File: src/rtl/dmem_pkg.sv
// Shared types, funct3 codes and byte-enable helper for the RV32I data memory controller.
package dmem_pkg;

    localparam logic [2:0] F3_B  = 3'b000;
    localparam logic [2:0] F3_H  = 3'b001;
    localparam logic [2:0] F3_W  = 3'b010;
    localparam logic [2:0] F3_BU = 3'b100;
    localparam logic [2:0] F3_HU = 3'b101;

    localparam int unsigned CNT_W = 4;

    typedef enum logic [1:0] {
        IDLE = 2'd0,
        WAIT = 2'd1,
        RESP = 2'd2
    } state_e;

    typedef struct packed {
        logic        we;
        logic [2:0]  funct3;
        logic [31:0] addr;
        logic [31:0] wdata;
    } dmem_req_t;

    // Byte lanes touched by a store of the given size at the given (already aligned) offset.
    function automatic logic [3:0] byte_en(input logic [2:0] f3, input logic [1:0] off);
        logic [3:0] be;
        be = 4'b0000;
        case (f3)
            F3_B:    be = 4'b0001 << off;
            F3_H:    be = off[1] ? 4'b1100 : 4'b0011;
            F3_W:    be = 4'b1111;
            default: be = 4'b0000;
        endcase
        return be;
    endfunction

endpackage

File: src/rtl/dmem_if.sv
// Request/response handshake bundle between the MEM stage and the data memory controller.
interface dmem_if;

    logic        req_valid;
    logic        req_ready;
    logic        req_we;
    logic [2:0]  req_funct3;
    logic [31:0] req_addr;
    logic [31:0] req_wdata;
    logic        rsp_valid;
    logic        rsp_ready;
    logic [31:0] rsp_rdata;
    logic        rsp_err;

    modport master (
        output req_valid, req_we, req_funct3, req_addr, req_wdata, rsp_ready,
        input  req_ready, rsp_valid, rsp_rdata, rsp_err
    );

    modport slave (
        input  req_valid, req_we, req_funct3, req_addr, req_wdata, rsp_ready,
        output req_ready, rsp_valid, rsp_rdata, rsp_err
    );

endinterface

File: src/rtl/dmem_load_align.sv
// Combinational lane select and sign/zero extension of a loaded word.
module dmem_load_align
    import dmem_pkg::*;
(
    input  logic [31:0] word_i,
    input  logic [1:0]  off_i,
    input  logic [2:0]  funct3_i,
    output logic [31:0] rdata_c
);

    logic [7:0]  byte_sel;
    logic [15:0] half_sel;

    always_comb begin
        byte_sel = word_i[{off_i, 3'b000} +: 8];
        half_sel = off_i[1] ? word_i[31:16] : word_i[15:0];
        rdata_c  = 32'h0;
        case (funct3_i)
            F3_B:    rdata_c = {{24{byte_sel[7]}}, byte_sel};
            F3_H:    rdata_c = {{16{half_sel[15]}}, half_sel};
            F3_W:    rdata_c = word_i;
            F3_BU:   rdata_c = {24'h0, byte_sel};
            F3_HU:   rdata_c = {16'h0, half_sel};
            default: rdata_c = 32'h0;
        endcase
    end

endmodule

File: src/rtl/data_memory_ctrl.sv
// RV32I data memory with valid/ready handshake and configurable response latency.
// Macro DMEM_MISALIGN_TRAP_EN: misaligned half/word accesses error instead of force-aligning.
module data_memory_ctrl
    import dmem_pkg::*;
#(
    parameter int unsigned DEPTH_WORDS = 32,
    parameter int unsigned LATENCY     = 1
) (
    input logic   clk,
    input logic   rst,
    dmem_if.slave bus
);

    localparam int unsigned IDX_W = $clog2(DEPTH_WORDS);

    logic [31:0] mem_q [DEPTH_WORDS];

    state_e           state_q, state_d;
    logic [CNT_W-1:0] cnt_q, cnt_d;
    dmem_req_t        req_q, req_d;
    logic             req_ready_q, req_ready_d;
    logic             rsp_valid_q, rsp_valid_d;
    logic [31:0]      rsp_rdata_q, rsp_rdata_d;
    logic             rsp_err_q, rsp_err_d;

    dmem_req_t        acc_c;
    logic [1:0]       off_c;
    logic             mis_c;
    logic             legal_c;
    logic             err_c;
    logic [IDX_W-1:0] idx_c;
    logic [31:0]      word_c;
    logic [31:0]      ld_c;
    logic [31:0]      wdata_c;
    logic [3:0]       be_c;
    logic             enter_resp_c;
    logic             wr_en_c;
    logic             unused_addr_c;

    // With zero latency the access is performed on the accept edge, so decode the live bus in IDLE.
    always_comb begin
        if (state_q == IDLE) begin
            acc_c.we     = bus.req_we;
            acc_c.funct3 = bus.req_funct3;
            acc_c.addr   = bus.req_addr;
            acc_c.wdata  = bus.req_wdata;
        end else begin
            acc_c = req_q;
        end
    end

    assign unused_addr_c = ^acc_c.addr[31:IDX_W+2];

`ifdef DMEM_MISALIGN_TRAP_EN
    always_comb begin
        off_c = acc_c.addr[1:0];
        mis_c = ((acc_c.funct3 == F3_H || acc_c.funct3 == F3_HU) && acc_c.addr[0]) ||
                ((acc_c.funct3 == F3_W) && (acc_c.addr[1:0] != 2'b00));
    end
`else
    always_comb begin
        mis_c = 1'b0;
        case (acc_c.funct3)
            F3_H, F3_HU: off_c = {acc_c.addr[1], 1'b0};
            F3_W:        off_c = 2'b00;
            default:     off_c = acc_c.addr[1:0];
        endcase
    end
`endif

    always_comb begin
        if (acc_c.we) begin
            legal_c = (acc_c.funct3 == F3_B) || (acc_c.funct3 == F3_H) || (acc_c.funct3 == F3_W);
        end else begin
            legal_c = (acc_c.funct3 == F3_B)  || (acc_c.funct3 == F3_H) || (acc_c.funct3 == F3_W) ||
                      (acc_c.funct3 == F3_BU) || (acc_c.funct3 == F3_HU);
        end
        err_c = !legal_c || mis_c;
    end

    assign idx_c  = acc_c.addr[IDX_W+1:2];
    assign word_c = mem_q[idx_c];
    assign be_c   = byte_en(acc_c.funct3, off_c);

    // Replicate store data across lanes so byte enables alone pick the target bytes.
    always_comb begin
        case (acc_c.funct3)
            F3_B:    wdata_c = {4{acc_c.wdata[7:0]}};
            F3_H:    wdata_c = {2{acc_c.wdata[15:0]}};
            default: wdata_c = acc_c.wdata;
        endcase
    end

    dmem_load_align u_load_align (
        .word_i   (word_c),
        .off_i    (off_c),
        .funct3_i (acc_c.funct3),
        .rdata_c  (ld_c)
    );

    always_comb begin
        state_d      = state_q;
        cnt_d        = cnt_q;
        req_d        = req_q;
        req_ready_d  = req_ready_q;
        rsp_valid_d  = rsp_valid_q;
        rsp_rdata_d  = rsp_rdata_q;
        rsp_err_d    = rsp_err_q;
        enter_resp_c = 1'b0;

        case (state_q)
            IDLE: begin
                if (bus.req_valid && req_ready_q) begin
                    req_d       = acc_c;
                    req_ready_d = 1'b0;
                    if (LATENCY == 0) begin
                        enter_resp_c = 1'b1;
                    end else begin
                        state_d = WAIT;
                        cnt_d   = CNT_W'(LATENCY - 1);
                    end
                end
            end
            WAIT: begin
                if (cnt_q == '0) begin
                    enter_resp_c = 1'b1;
                end else begin
                    cnt_d = cnt_q - CNT_W'(1);
                end
            end
            RESP: begin
                if (bus.rsp_ready) begin
                    state_d     = IDLE;
                    req_ready_d = 1'b1;
                    rsp_valid_d = 1'b0;
                    rsp_rdata_d = 32'h0;
                    rsp_err_d   = 1'b0;
                end
            end
            default: begin
                state_d     = IDLE;
                req_ready_d = 1'b1;
                rsp_valid_d = 1'b0;
            end
        endcase

        if (enter_resp_c) begin
            state_d     = RESP;
            rsp_valid_d = 1'b1;
            rsp_err_d   = err_c;
            rsp_rdata_d = (acc_c.we || err_c) ? 32'h0 : ld_c;
        end
    end

    assign wr_en_c = enter_resp_c && acc_c.we && !err_c;

    always_ff @(posedge clk) begin
        if (rst) begin
            state_q     <= IDLE;
            cnt_q       <= '0;
            req_q       <= '0;
            req_ready_q <= 1'b1;
            rsp_valid_q <= 1'b0;
            rsp_rdata_q <= 32'h0;
            rsp_err_q   <= 1'b0;
        end else begin
            state_q     <= state_d;
            cnt_q       <= cnt_d;
            req_q       <= req_d;
            req_ready_q <= req_ready_d;
            rsp_valid_q <= rsp_valid_d;
            rsp_rdata_q <= rsp_rdata_d;
            rsp_err_q   <= rsp_err_d;
        end
    end

    // Array is never cleared; a reset on the commit edge drops the pending store.
    always_ff @(posedge clk) begin
        if (!rst && wr_en_c) begin
            for (int b = 0; b < 4; b++) begin
                if (be_c[b]) begin
                    mem_q[idx_c][8*b +: 8] <= wdata_c[8*b +: 8];
                end
            end
        end
    end

    assign bus.req_ready = req_ready_q;
    assign bus.rsp_valid = rsp_valid_q;
    assign bus.rsp_rdata = rsp_rdata_q;
    assign bus.rsp_err   = rsp_err_q;

endmodule

File: src/flat_wrapper.sv
// flat-port wrapper written by rule: the top's interface ports become plain ports
module data_memory_ctrl_flat import dmem_pkg::*;
#(
    parameter int unsigned DEPTH_WORDS = 32,
    parameter int unsigned LATENCY     = 1
)
  (clk, rst, bus_req_valid, bus_req_we, bus_req_funct3, bus_req_addr, bus_req_wdata, bus_rsp_ready, bus_req_ready, bus_rsp_valid, bus_rsp_rdata, bus_rsp_err);
  dmem_if bus_i ();
  input logic clk;
  input logic rst;
  input wire logic [$bits(bus_i.req_valid)-1:0] bus_req_valid;
  input wire logic [$bits(bus_i.req_we)-1:0] bus_req_we;
  input wire logic [$bits(bus_i.req_funct3)-1:0] bus_req_funct3;
  input wire logic [$bits(bus_i.req_addr)-1:0] bus_req_addr;
  input wire logic [$bits(bus_i.req_wdata)-1:0] bus_req_wdata;
  input wire logic [$bits(bus_i.rsp_ready)-1:0] bus_rsp_ready;
  output wire logic [$bits(bus_i.req_ready)-1:0] bus_req_ready;
  output wire logic [$bits(bus_i.rsp_valid)-1:0] bus_rsp_valid;
  output wire logic [$bits(bus_i.rsp_rdata)-1:0] bus_rsp_rdata;
  output wire logic [$bits(bus_i.rsp_err)-1:0] bus_rsp_err;
  assign bus_i.req_valid = bus_req_valid;
  assign bus_i.req_we = bus_req_we;
  assign bus_i.req_funct3 = bus_req_funct3;
  assign bus_i.req_addr = bus_req_addr;
  assign bus_i.req_wdata = bus_req_wdata;
  assign bus_i.rsp_ready = bus_rsp_ready;
  assign bus_req_ready = bus_i.req_ready;
  assign bus_rsp_valid = bus_i.rsp_valid;
  assign bus_rsp_rdata = bus_i.rsp_rdata;
  assign bus_rsp_err = bus_i.rsp_err;
  data_memory_ctrl #(.DEPTH_WORDS(DEPTH_WORDS), .LATENCY(LATENCY)) u_core (.clk(clk), .rst(rst), .bus(bus_i));
endmodule
File: config.mk
export PLATFORM = sky130hd
export DESIGN_NAME = data_memory_ctrl_flat
export DESIGN_NICKNAME = d
export VERILOG_FILES = /design/src/rtl/dmem_pkg.sv /design/src/rtl/dmem_if.sv /design/src/rtl/dmem_load_align.sv /design/src/rtl/data_memory_ctrl.sv /design/src/flat_wrapper.sv
export SDC_FILE = /design/constraint.sdc
export NUM_CORES = 1
export LEC_CHECK = 0
export CELL_PAD_IN_SITES_DETAIL_PLACEMENT = 0
export CELL_PAD_IN_SITES_GLOBAL_PLACEMENT = 1
export CORE_ASPECT_RATIO = 1.4
export CORE_UTILIZATION = 25
export CTS_BUF_LIST = sky130_fd_sc_hd__clkbuf_8
export DETAILED_ROUTE_END_ITERATION = 12
export DONT_BUFFER_PORTS = 1
export PLACE_DENSITY = 0.44
export SETUP_SLACK_MARGIN = 0.5
export SKIP_CTS_REPAIR_TIMING = 1
export SKIP_LAST_GASP = 1
export SLEW_MARGIN = 5
export SYNTH_ARGS = -nofsm -noshare
export SYNTH_HDL_FRONTEND = slang
export SYNTH_SLANG_ARGS = --single-unit
export TNS_END_PERCENT = 10
File: constraint.sdc
create_clock -name clk -period 7.42 [get_ports clk]
set_clock_uncertainty 0.15 [all_clocks]
set_input_delay 1.484 -clock clk [delete_from_list [all_inputs] [get_ports clk]]
set_output_delay 1.484 -clock clk [all_outputs]
set_load 0.01 [all_outputs]
## Word level (Yosys, flattened, before mapping)

Memory sizes are Yosys's and may differ from the RTL's.
Index checks and enable logic that the tools add are counted.

| storage, ports and cells | value |
|---|---|
| flip-flop bits (word level) | 109 |
| RAM bits | 1024 |
| bits of input ports | 72 |
| output and inout port bits | 35 |
| logic and storage cells | 96 |
| memories kept | 1 |

Memories:

| memory | words | width | rd ports | clocked after Yosys merged registers in | write ports | line | text |
|---|---|---|---|---|---|---|---|
| u_core.mem_q | 32 | 32 | 1 | 0 | 1 | data_memory_ctrl.sv:16 | `logic [31:0] mem_q [DEPTH_WORDS];` |

| cells by class | value |
|---|---|
| add/subtract/negate cells | 1 |
| eq/ne operators | 13 |
| shift operators | 2 |
| muxes and demuxes | 41 |
| bitwise operators | 1 |
| reduce and logical (&&, ||, !) cells | 26 |

Operator list:

| operator | number |
|---|---|
| 32-bit case mux with 5 select lines | 1 |
| 32-bit two-way mux | 4 |
| 68-bit two-way mux | 1 |
| 32-bit case mux with 2 select lines | 1 |
| 32-bit by 6-bit indexed part select with 8-bit output | 1 |
| 1-bit two-way mux | 21 |
| 16-bit two-way mux | 1 |
| 4-bit two-way mux | 3 |
| 4-bit case mux with 3 select lines | 1 |
| 3-bit AND reduction | 3 |
| 4-bit case mux with 2 select lines | 1 |
| 3-bit equality test, second input constant | 2 |
| 2-bit two-way mux | 3 |
| 2-bit != test, second input constant | 3 |
| 3-bit by 2-bit != test with 1-bit output, second input constant | 2 |
| 2-bit case mux with 3 select lines | 1 |
| 2-bit AND reduction | 3 |
| 2-bit nonzero test | 3 |
| 2-bit OR reduction | 3 |
| 1-bit logical OR | 5 |
| 1-bit logical AND | 4 |
| 4-bit logical NOT | 1 |
| 2-bit by 1-bit != test with 1-bit output, second input constant | 2 |
| 2-bit case mux with 2 select lines | 1 |
| 12 further kinds | 13 |

## Longest topological paths before layout

Gate-level depths: netlist of run 1.

| logic depth | value |
|---|---|
| depth after elaboration | 12 |
| depth in mapped cells | 15 |
| mapped depth without buffers | 9 |

## Hierarchy

A second synthesis of run 1 with hierarchy kept.

| unflattened totals | value |
|---|---|
| cells, all modules | 2353 |
| area total of the unflattened synthesis | 43693.2 µm² |

Modules (own cells, without submodules):

| module | times used | cells each | area an instance (µm²) | seq. area each (µm²) |
|---|---|---|---|---|
| data_memory_ctrl | 1 | 2245 | 42931.2 | 32431.1 |
| dmem_load_align | 1 | 108 | 762.0 | 0.0 |

## Least setup slack after synthesis of run 1

OpenSTA, ideal clock, no wires.

| timing | value |
|---|---|
| path type | input -> register |
| start point | in bus_req_addr[2] |
| end point | mem u_core.mem_q[16][0], enable pin |
| setup time | 383 ps |
| data arrival time | 4040 ps |
| data required time | 6887 ps |
| slack | 2846 ps |
| stages | 11 |
| buffers on the path | 7 |
| path through | buf_2 nor3b_2 nor2_1 buf_4 buf_2 buf_2 buf_2 buf_1 nand2_1 clkbuf_1 nor3_1 |

| on the way | value |
|---|---|
| word-level cells in the longest chain between the ends | 1 |

RTL lines:

| item | line | text |
|---|---|---|
| start: declaration | flat_wrapper.sv:14 | `input wire logic [$bits(bus_i.req_addr)-1:0] bus_req_addr;` |
| 68-bit two-way mux | data_memory_ctrl.sv:42 | `if (state_q == IDLE) begin` |
| end: declaration | data_memory_ctrl.sv:16 |  |

No other way between the ends.

## Worst setup path in the final report of run 1

| timing | value |
|---|---|
| start point | reg u_core.state_q[0] |
| end point | reg u_core.rsp_rdata_q[0] (netlist: u_core.bus.rsp_rdata[0]) |

| on the way | value |
|---|---|
| word-level cells in the longest chain between the ends | 12 |
| elaborated cells between the ends (all ways) | 28 |
| classes of those cells | eq/ne: 6; shift: 1; mux: 8; reduce/logical: 12; memory: 1 |

RTL lines:

| item | line | text |
|---|---|---|
| start: declaration | data_memory_ctrl.sv:18 | `state_e state_q, state_d;` |
| start signal: assignment | data_memory_ctrl.sv:167 | `state_q <= state_d;` |
| branches (longest 12 deep; another with memory 32 x 32 bit) | - |  |
| end signal: assignment | data_memory_ctrl.sv:172 | `rsp_rdata_q <= rsp_rdata_d;` |
| end: declaration | data_memory_ctrl.sv:23 | `logic [31:0] rsp_rdata_q, rsp_rdata_d;` |

Parallel ways; which one is timed is not known.
A chain may end at the register's enable or synchronous reset.

==> impl_results.md, run 1 <==
- Count of maximum capacitance violations: 0
- Headroom to the max-slew limit: 17.22%
- Worst Path Required: 8.07 ns
- Multi-input combinational cell area: 12290 µm²
- Switching power: 4303 µW
- Vert. Die Dim: 507.0 µm
- Nets: 3652
- Dominant register cell in the synthesized netlist: sky130_fd_sc_hd__edfxtp_1
- Antenna violations before repair: 1
- Cell type group with the largest total delay on the critical path: simple AND/OR/NAND/NOR gates
- Skew-Pair Late Insertion Delay: 0.94 ns
- Clock tree from TritonCTS: yes
- Final design area excluding fillers: 52560 µm²
- Num rows: 185
- Total of fill cells in the finished design: 18534
- Most frequent cells in the layout: sky130_fd_sc_hd__edfxtp_1 (1024), sky130_fd_sc_hd__nand2_1 (786), sky130_fd_sc_hd__nand3_1 (203), sky130_fd_sc_hd__clkbuf_8 (182), sky130_fd_sc_hd__buf_4 (179)
- Unrepaired setup endpoints after global routing: no
- Power density of the placed cells: 272.7 nW/µm²
- Area of the die: 183900 µm²
- Worst endpoint data arrival time: 5.90 ns
- Sum of negative setup slack: 0 ns
- Post-detailed-placement half-perimeter wirelength: 113000 µm
- Final hold slack: 0.2990 ns
- Cell type of the slowest stage on the worst timing path: sky130_fd_sc_hd__nor3_2
- Final-report setup violation count: 0
- Number of enable flip-flop cells after synthesis: 1024
- Count of buffers inserted at the top-level ports: 0
- Global-route wire length before repair: 237700 µm
- Top cell by count, worst path: sky130_fd_sc_hd__buf_4
- Place WS: 1.912 ns
- CP Launch Type: register
- Final period utilization: 70.87%
- Total number of vias: 29326
- Post-synthesis cell area: 45550 µm²
- Pint: 10030 µW
- Sequential Power Share: 49.8%
- CP Launch Point: u_core.state_q[0]
- Power share of the clock group: 34.9%
- Switching share of total power: 30.03%
- Worst Max-Slew Pin Slew: 1.242 ns
- Number of synthesized register bits: 1108
- Pleak: 0.01730 µW
- Combinational cell fraction of total power: 15.3%
- Number of warnings printed during yosys synthesis: 0
- Routed WL: 171500 µm
- Average detailed-routed wire length per instance: 27.84 µm
- Placer congestion estimate: 0.8078
- HP Class: reg -> reg
- Initial core utilization: 25.13%
- Max stage delay on crit path: 0.81 ns
- Buffers from clock root to sink, at most: 3
- Root buffer cell: sky130_fd_sc_hd__clkbuf_8
- Proportion of synthesized flip-flops having asynchronous set or reset: 0%
- Avg Synthesized Cell Area: 13.19 µm²
- Crit Path Max Fanout: 18
- Maximum number of pins on one net before global-route repair: 105
- Placeable core area: 181200 µm²
- Final ANT Viol Nets: 0
- Final worst-path setup slack: 2.161 ns
- Peak supply drop: 0.0001934 V
- Layout cell share with drive strength beyond 1: 14.35%
- H-tree levels: 4
- Number of design rule violations left after detail routing: 0
- Max-slew violation total from the final report: 0
- Clk pin slew, worst setup/hold paths: 0.07 ns
- Number of search-and-repair iterations in the first detailed-routing pass: 6
- Commonest non-fill, non-tap cell in the layout: sky130_fd_sc_hd__edfxtp_1
- Clk sink count: 1108
- Highest clock frequency the design can meet: 0.1902 GHz
- Number of top-level pins: 107
- Buffering stage count on the worst path with inverters included: 3
- Critical path start-end classification: reg -> reg
- 1st-iter DRT viols: 1919
- Cell variety after synth: 81
- Area added between synthesis and finish: 15.39%
- Kind of capture point of the worst setup path: register
- Flip-flop and latch area: 32430 µm²
- Tmin final: 5.259 ns
- Number of standard cells after synthesis: 3454
- Overall Global Routing Usage: 18.46%
- Worst Hold Launch: u_core.req_q[32]
- Worst R2R Start: u_core.state_q[0]
- Vias per std cell: 4.760
- Outcome: completed
- Width of the die: 362.7 µm
- Number of buffers created by CTS: 177
- Sum of overflow across all layers after global routing: 0
- Synthesized Nets: 3527
- Standard cell area after detailed placement: 49300 µm²
- CP cell instances: buf_4, nor2_4, buf_4, mux2_2, nor3_2, buf_4, a22o_1, nand4b_1, nor2_1, mux2_2, o211ai_1, a211oi_1
- Sequential fraction of the synthesis area: 71.20%
- Via count of the first global-routing pass: 29758
- Number of hold-slack violations in the final timing report: 0
## worst register-to-register path: stages (launching register included)
cell and delay (ns):
sky130_fd_sc_hd__dfxtp_1 0.38, sky130_fd_sc_hd__buf_4 0.25, sky130_fd_sc_hd__nor2_4 0.63, sky130_fd_sc_hd__buf_4 0.35
sky130_fd_sc_hd__mux2_2 0.52, sky130_fd_sc_hd__nor3_2 0.82, sky130_fd_sc_hd__buf_4 0.41, sky130_fd_sc_hd__a22o_1 0.22
sky130_fd_sc_hd__nand4b_1 0.47, sky130_fd_sc_hd__nor2_1 0.20, sky130_fd_sc_hd__mux2_2 0.32, sky130_fd_sc_hd__o211ai_1 0.29
sky130_fd_sc_hd__a211oi_1 0.13
## flip-flops by register name, summed over array words and instances (netlist names)
| register | count |
|---|---|
| u_core.cnt_q | 4 |
| u_core.req_q | 43 |
| u_core.bus.req_ready | 1 |
| u_core.mem_q | 1024 |
| u_core.bus.rsp_rdata | 32 |
| u_core.state_q | 2 |
| u_core.bus.rsp_valid | 1 |
| u_core.bus.rsp_err | 1 |
## per-stage QoR
step                total power (µW)  std cells  utilization (%)
global placement                9511       5831            27.20
global route                   14850       6160            29.00
CTS                            14570       6159            29.00
floorplan                       8401       3454                -
finish                         14330       6161            29.00
detailed placement              9521       5831            27.20
## metal layers
layer	global-route usage (%)	wire length (µm)	up-vias	share of wire (%)
met5	0	0	-	0
met4	8.521	7846	0	4.6
met3	2.906	6277	244	3.7
met2	33.39	89900	610	52
met1	21.16	67490	15164	39
li1	-	-	13308	-
## logic make-up (layout without fill, tap and decap cells)
logic type	Yosys count	in the layout	share of synthesized area, %
fa+ha+maj	1	1	0.02747
mux	196	196	4.379
other cells	0	2	0
compound gates	485	485	7.810
buf+inv	254	528	2.895
xor+xnor	2	2	0.03847
simple gates	1408	1408	13.65
flops	1108	1108	71.20
## power groups by stage
stage / Combinational (µW) / Clock, µW / Sequential, µW
detailed placement: 2250 / 0 / 7270
global route: 2330 / 5380 / 7140
floorplan: 1140 / 0 / 7260
global placement: 2240 / 0 / 7270
CTS: 2260 / 5180 / 7140
finish: 2200 / 5000 / 7140
## final timing paths
kind                                                 to  slack, ns  cells after the start
worst min register to register         u_core.req_q[32]       0.30                      2
worst max register to register  u_core.bus.rsp_rdata[0]       2.16                     12
worst min-delay path                   u_core.req_q[32]       0.30                      2
worst max-delay path            u_core.bus.rsp_rdata[0]       2.16                     12
## cell usage after synthesis (28+ instances only)
master	instances	share of area [%]
sky130_fd_sc_hd__a211oi_1	28	0.46
sky130_fd_sc_hd__a21oi_1	81	0.89
sky130_fd_sc_hd__a31oi_1	49	0.67
sky130_fd_sc_hd__a32oi_1	95	1.8
sky130_fd_sc_hd__and3_1	45	0.62
sky130_fd_sc_hd__buf_2	74	0.81
sky130_fd_sc_hd__clkbuf_1	108	0.89
sky130_fd_sc_hd__dfxtp_1	84	3.7
sky130_fd_sc_hd__edfxtp_1	1024	68
sky130_fd_sc_hd__mux2i_1	175	3.8
sky130_fd_sc_hd__nand2_1	788	6.5
sky130_fd_sc_hd__nand3_1	203	2.2
sky130_fd_sc_hd__nand4_1	85	1.2
sky130_fd_sc_hd__nor2_1	152	1.3
sky130_fd_sc_hd__nor3_1	66	0.73
sky130_fd_sc_hd__o21ai_0	66	0.73
## layout make-up
cell class / count / area share (%)
Sequential cell: 1108 / 61.71
Antenna cell: 2 / 0.009523
Clock inverter: 146 / 1.428
Clock buffer: 182 / 4.766
Multi-Input combinational cell: 2092 / 23.38
Timing Repair Buffer: 186 / 2.823
Tap cell: 2431 / 5.787
Inverter: 14 / 0.09999
(Power assumes the default switching activity.)
==> run 2: changes to the inputs <==
--- a/config.mk
+++ b/config.mk
@@ -12,7 +12,7 @@
 export CTS_BUF_LIST = sky130_fd_sc_hd__clkbuf_8
 export DETAILED_ROUTE_END_ITERATION = 12
 export DONT_BUFFER_PORTS = 1
-export PLACE_DENSITY = 0.44
+export PLACE_DENSITY = 0.46
 export SETUP_SLACK_MARGIN = 0.5
 export SKIP_CTS_REPAIR_TIMING = 1
 export SKIP_LAST_GASP = 1
==> constraint.sdc (replaced) <==
create_clock -name clk -period 4.6 [get_ports clk]
set_clock_uncertainty 0.15 [all_clocks]
set_input_delay 0.92 -clock clk [delete_from_list [all_inputs] [get_ports clk]]
set_output_delay 0.92 -clock clk [all_outputs]
set_load 0.01 [all_outputs]
==> impl_results.md, run 2 (same netlist as run 1, synthesis figures left out) <==
- Number of buffers created by CTS: 174
- Worst reg-to-reg path cell count: 13
- Power share of the clock group: 34.5%
- Pleak: 0.01850 µW
- Number of hold-slack violations in the final timing report: 0
- Num rows: 185
- Clk sink count: 1108
- Worst Max-Slew Pin Slew: 1.195 ns
- Combinational cell fraction of total power: 16.6%
- Width of the die: 362.7 µm
- Depth of the worst hold-timing path: 2
- Final period utilization: 89.73%
- Number of flip-flops in the largest register: 1024
- Peak supply drop: 0.0002957 V
- Tmin final: 4.128 ns
- Worst R2R Start: u_core.state_q[0]
- Worst Path Required: 5.24 ns
- Area of the die: 183900 µm²
- Initial core utilization: 25.13%
- Most flops, register: u_core.mem_q
- Final-report setup violation count: 0
- Root buffer cell: sky130_fd_sc_hd__clkbuf_8
- Maximum number of pins on one net before global-route repair: 87
- FF-to-FF setup slack: 0.47 ns
- Endpoint of the worst hold-timing path: u_core.bus.rsp_rdata[12]
- Switching power: 6995 µW
- Sum of overflow across all layers after global routing: 0
- Antenna violations before repair: 1
- Clk pin slew, worst setup/hold paths: 0.07 ns
- Most frequent cells in the layout: sky130_fd_sc_hd__edfxtp_1 (1024), sky130_fd_sc_hd__nand2_1 (786), sky130_fd_sc_hd__buf_4 (327), sky130_fd_sc_hd__nand3_1 (202), sky130_fd_sc_hd__clkbuf_8 (175)
- Nets: 3872
- Unrepaired setup endpoints after global routing: yes
- Vert. Die Dim: 507.0 µm
- Average detailed-routed wire length per instance: 26.53 µm
- Skew-Pair Late Insertion Delay: 0.91 ns
- Placer congestion estimate: 0.8246
- Worst reg2reg endpoint: u_core.bus.rsp_rdata[12]
- Overall Global Routing Usage: 18.12%
- 1st-iter DRT viols: 1985
- Outcome: completed
- Routed WL: 169000 µm
- Worst Hold Launch: rst
- Number of search-and-repair iterations in the first detailed-routing pass: 5
- Max-slew violation total from the final report: 0
- Layout cell share with drive strength beyond 1: 18.05%
- Global-route wire length before repair: 234200 µm
- Sequential Power Share: 48.8%
- Pint: 16570 µW
- Post-detailed-placement half-perimeter wirelength: 115900 µm
- HP Class: in -> reg
- Clock tree from TritonCTS: yes
- Count of maximum capacitance violations: 0
- Headroom to the max-slew limit: 20.35%
- Power density of the placed cells: 430.2 nW/µm²
- Worst endpoint data arrival time: 4.77 ns
- Commonest non-fill, non-tap cell in the layout: sky130_fd_sc_hd__edfxtp_1
- Via count of the first global-routing pass: 30012
- Kind of capture point of the worst setup path: register
- Critical path start-end classification: reg -> reg
- CP Launch Type: register
- Count of buffers inserted at the top-level ports: 0
- Vias per std cell: 4.714
- Highest clock frequency the design can meet: 0.2423 GHz
- Number of design rule violations left after detail routing: 0
- Final hold slack: 0.06806 ns
- Sum of negative setup slack: 0 ns
- Total number of vias: 30035
- Total of fill cells in the finished design: 18475
- Buffers from clock root to sink, at most: 3
- Number of top-level pins: 107
- Area added between synthesis and finish: 20.25%
- Switching share of total power: 29.68%
- Final ANT Viol Nets: 0
- Crit Path Max Fanout: 13
- Placeable core area: 181200 µm²
- H-tree levels: 4
run 2: final cells by class:
| type | count | area [µm²] | share of cell area [%] |
|---|---|---|---|
| repair buffers | 409 | 3714 | 6.780 |
| flip-flops and latches | 1108 | 32430 | 59.21 |
| well taps | 2431 | 3042 | 5.553 |
| clock buffers | 175 | 2409 | 4.397 |
| multi-input cells | 2092 | 12260 | 22.39 |
| inverters | 14 | 52.55 | 0.09594 |
| diodes | 2 | 5.005 | 0.009137 |
| clock inverters | 141 | 855.8 | 1.563 |
run 2: power groups by stage:
stage,logic [µW],clock network [µW],registers [µW]
6_report,3920,8130,11500
3_5_place_dp,3940,0,11700
2_1_floorplan,1830,0,11700
3_3_place_gp,3930,0,11700
5_1_grt,4160,8780,11500
4_1_cts,3950,8410,11500
run 2: routing by layer:
layer  wire length (µm)  GRT usage (%)  vias to the layer above
met5                  0              0                        -
met4               6655          7.372                        0
met3               5740          2.579                      257
met2              90430          33.67                      676
met1              66200          20.56                    15340
li1                   -              -                    13762
run 2: critical path, cell delays in order (launching register included):
cell and delay [ns]:
sky130_fd_sc_hd__dfxtp_1 0.38, sky130_fd_sc_hd__buf_4 0.23, sky130_fd_sc_hd__or4b_2 0.70, sky130_fd_sc_hd__o21ai_2 0.09, sky130_fd_sc_hd__buf_4 0.31, sky130_fd_sc_hd__a221oi_2 0.12
sky130_fd_sc_hd__a311oi_1 0.56, sky130_fd_sc_hd__nor4_2 0.21, sky130_fd_sc_hd__buf_12 0.18, sky130_fd_sc_hd__a41oi_2 0.21, sky130_fd_sc_hd__buf_4 0.15, sky130_fd_sc_hd__a2bb2oi_2 0.37
sky130_fd_sc_hd__o221a_2 0.27, sky130_fd_sc_hd__o21ai_1 0.06
run 2: worst max-delay path by stage:
stage,start,to
2_1_floorplan,bus_req_addr[2],u_core.mem_q[16][0]
3_3_place_gp,bus_req_addr[2],u_core.bus.rsp_rdata[26]
3_5_place_dp,bus_req_addr[2],u_core.bus.rsp_rdata[26]
4_1_cts,u_core.state_q[0],u_core.bus.rsp_rdata[3]
5_1_grt,u_core.state_q[0],u_core.bus.rsp_rdata[12]
6_report,u_core.state_q[0],u_core.bus.rsp_rdata[12]
run 2: stage by stage:
| step | instance area (µm²) | instances | utilization [%] | worst slack [ns] | power (µW) |
|---|---|---|---|---|---|
| floorplan | 45550 | 3454 | - | 0.5903 | 13550 |
| global placement | 51050 | 6012 | 28.17 | 0.03972 | 15650 |
| detailed placement | 51050 | 6012 | 28.17 | 0.06273 | 15670 |
| CTS | 54320 | 6328 | 29.97 | 0.2341 | 23880 |
| global route | 54770 | 6371 | 30.22 | 0.3422 | 24460 |
| finish | 54770 | 6372 | 30.22 | 0.4725 | 23570 |
==> run 3: changes to the inputs <==
--- a/config.mk
+++ b/config.mk
@@ -12,12 +12,13 @@
 export CTS_BUF_LIST = sky130_fd_sc_hd__clkbuf_8
 export DETAILED_ROUTE_END_ITERATION = 12
 export DONT_BUFFER_PORTS = 1
-export PLACE_DENSITY = 0.46
+export PLACE_DENSITY = 0.44
 export SETUP_SLACK_MARGIN = 0.5
 export SKIP_CTS_REPAIR_TIMING = 1
 export SKIP_LAST_GASP = 1
 export SLEW_MARGIN = 5
 export SYNTH_ARGS = -nofsm -noshare
 export SYNTH_HDL_FRONTEND = slang
+export SYNTH_HIERARCHICAL = 1
 export SYNTH_SLANG_ARGS = --single-unit
 export TNS_END_PERCENT = 10
==> impl_results.md, run 3 <==
- Max-slew violation total from the final report: 0
- Final-report setup violation count: 0
- Place WS: -0.1717 ns
- Cell taking the most area after synthesis: sky130_fd_sc_hd__edfxtp_1
- Detailed-routed wire length on met3: 4320 µm
- Area added between synthesis and finish: 22.07%
- Worst Max-Slew Pin Slew: 1.085 ns
- Final hold slack: 0.06429 ns
- Routed WL: 133800 µm
- Final ANT Viol Nets: 0
- Cell variety after synth: 50
- Vias per std cell: 4.574
- Commonest non-fill, non-tap cell in the layout: sky130_fd_sc_hd__edfxtp_1
- Yosys top cell area share: 70.38%
- Area of the die: 176500 µm²
- Layout cell share with drive strength beyond 1: 31.32%
- Post-route core utilization: 30.71%
- Number of search-and-repair iterations in the first detailed-routing pass: 5
- Unrepaired setup endpoints after global routing: yes
- Dominant register cell in the synthesized netlist: sky130_fd_sc_hd__edfxtp_1
- Number of warnings printed during yosys synthesis: 6
- Clk pin slew, worst setup/hold paths: 0.06 ns
- Synthesized Nets: 2426
- Standard cell area after detailed placement: 49020 µm²
- Peak supply drop: 0.0002976 V
- Global-route wire length before repair: 187100 µm
- Num rows: 181
- Count of maximum capacitance violations: 0
- Tmin final: 4.088 ns
- Placer congestion estimate: 0.7822
- Pwr Total: 25410 µW
- Headroom to the max-slew limit: 27.68%
- Most flops, register: u_core/mem_q
- Buffers from clock root to sink, at most: 3
- Antenna violations before repair: 3
- Most frequent cells in the layout: sky130_fd_sc_hd__edfxtp_1 (1024), sky130_fd_sc_hd__buf_4 (331), sky130_fd_sc_hd__mux4_2 (256), sky130_fd_sc_hd__nor2_1 (243), sky130_fd_sc_hd__clkbuf_8 (178)
- Number of buffers created by CTS: 174
- Nets: 2874
- Final worst-path setup slack: 0.5124 ns
- Number of flip-flops in the largest register: 1024
- Critical path start-end classification: reg -> reg
- Highest clock frequency the design can meet: 0.2446 GHz
- Total of fill cells in the finished design: 16959
- HP Class: in -> reg
- Met2 wire len: 74990 µm
- Vert. Die Dim: 496.7 µm
- Via count of the first global-routing pass: 25293
- Outcome: completed
- Clock tree from TritonCTS: yes
- Post-detailed-placement half-perimeter wirelength: 89580 µm
- Worst endpoint data arrival time: 4.72 ns
- Biggest area contributors in the synthesized netlist: sky130_fd_sc_hd__edfxtp_1 (70%), sky130_fd_sc_hd__mux4_2 (13%), sky130_fd_sc_hd__dfxtp_1 (3.8%)
- Initial core utilization: 25.15%
- Maximum number of pins on one net before global-route repair: 86
- Most repeated cell in the gate-level netlist after synthesis: sky130_fd_sc_hd__edfxtp_1
- Routed metal-1 wire length: 49930 µm
- Post-synthesis cell area: 43690 µm²
- Number of top-level pins: 107
- Crit Path Max Fanout: 7
- Placeable core area: 173700 µm²
- Clk sink count: 1108
- Kind of capture point of the worst setup path: register
- Final design area excluding fillers: 53340 µm²
- Worst Path Required: 5.23 ns
- Number of design rule violations left after detail routing: 0
- Width of the die: 355.3 µm
- Number of synthesized register bits: 1108
- Sequential fraction of the synthesis area: 74.22%
- CP Launch Type: register
- Sum of overflow across all layers after global routing: 0
- Overall Global Routing Usage: 15.05%
- Number of enable flip-flop cells after synthesis: 1024
- Avg Synthesized Cell Area: 18.57 µm²
- Number of standard cells after synthesis: 2353
- Skew-Pair Late Insertion Delay: 0.91 ns
- Count of buffers inserted at the top-level ports: 0
- Total number of vias: 23903
- Pleak: 0.01736 µW
- Proportion of synthesized flip-flops having asynchronous set or reset: 0%
- Final period utilization: 88.86%
- Root buffer cell: sky130_fd_sc_hd__clkbuf_8
- Average detailed-routed wire length per instance: 25.60 µm
- Max Used Layer: met5
- Power density of the placed cells: 476.5 nW/µm²
- Number of hold-slack violations in the final timing report: 0
- List of most frequent post-synthesis cells: sky130_fd_sc_hd__edfxtp_1 (1024), sky130_fd_sc_hd__mux4_2 (256), sky130_fd_sc_hd__nor2_1 (253), sky130_fd_sc_hd__nand2_1 (138), sky130_fd_sc_hd__a22oi_1 (99)
- 1st-iter DRT viols: 1591
- H-tree levels: 4
-- run 3: cell type report --
type / instances / area, µm² / area share, %
Antenna cell: 2 / 5.005 / 0.009383
Clock buffer: 178 / 2450 / 4.593
Clock inverter: 134 / 828.3 / 1.553
Inverter: 17 / 63.81 / 0.1196
Multi-Input combinational cell: 1083 / 11010 / 20.65
Sequential cell: 1108 / 32430 / 60.81
Tap cell: 2287 / 2861 / 5.365
Timing Repair Buffer: 417 / 3680 / 6.899
-- run 3: path summary, 6_finish.rpt --
| check | depth (start not counted) | slack, ns | from | end |
|---|---|---|---|---|
| worst min-delay path | 3 | 0.06 | bus_req_valid | u_core/bus.req_ready |
| worst min register to register | 2 | 0.32 | u_core/req_q[23] | u_core/req_q[23] |
| worst max register to register | 16 | 0.51 | u_core/state_q[0] | u_core/bus.rsp_rdata[14] |
| worst max-delay path | 16 | 0.51 | u_core/state_q[0] | u_core/bus.rsp_rdata[14] |
-- run 3: worst max-delay path, cell delays in order, from the launching register on --
cell and delay (ns):
sky130_fd_sc_hd__dfxtp_4 0.36, sky130_fd_sc_hd__or3b_4 0.46, sky130_fd_sc_hd__nand2_8 0.14, sky130_fd_sc_hd__buf_12 0.15
sky130_fd_sc_hd__buf_8 0.13, sky130_fd_sc_hd__mux4_2 0.50, sky130_fd_sc_hd__a22o_1 0.28, sky130_fd_sc_hd__nor2_1 0.13
sky130_fd_sc_hd__buf_4 0.16, sky130_fd_sc_hd__nand3_4 0.06, sky130_fd_sc_hd__buf_6 0.14, sky130_fd_sc_hd__mux2_4 0.28
sky130_fd_sc_hd__a22oi_4 0.34, sky130_fd_sc_hd__clkbuf_16 0.22, sky130_fd_sc_hd__o221ai_1 0.16, sky130_fd_sc_hd__a22oi_1 0.22
sky130_fd_sc_hd__nor2_1 0.06
-- run 3: cell families after synthesis --
kind of cell | after synthesis | share of synthesized area [%]
DFF | 1108 | 74.22
and+or+nand+nor | 487 | 4.648
muxes | 305 | 14.38
AOI/OAI and AO/OA | 287 | 4.814
buffers and inverters | 162 | 1.850
xor gates and xnor gates | 3 | 0.06015
adders and majority gates | 1 | 0.02863
-- run 3: through the flow --
stage | setup TNS [ns] | std cells
6_report | 0 | 5226
5_1_grt | 0 | 5226
4_1_cts | 0 | 5138
3_5_place_dp | -1.679 | 4826
3_3_place_gp | -2.369 | 4826
2_1_floorplan | 0 | 2353
-- run 3: metal layers --
layer | track usage (%) | vias up
met5 | 0 | -
met4 | 5.345 | 4
met3 | 2.354 | 212
met2 | 29.08 | 491
met1 | 16.39 | 12747
li1 | - | 10449
-- run 3: power by group --
part | switching [µW] | internal, µW
clock network | 3940 | 4110
registers | 53.2 | 11800
logic | 3410 | 2100
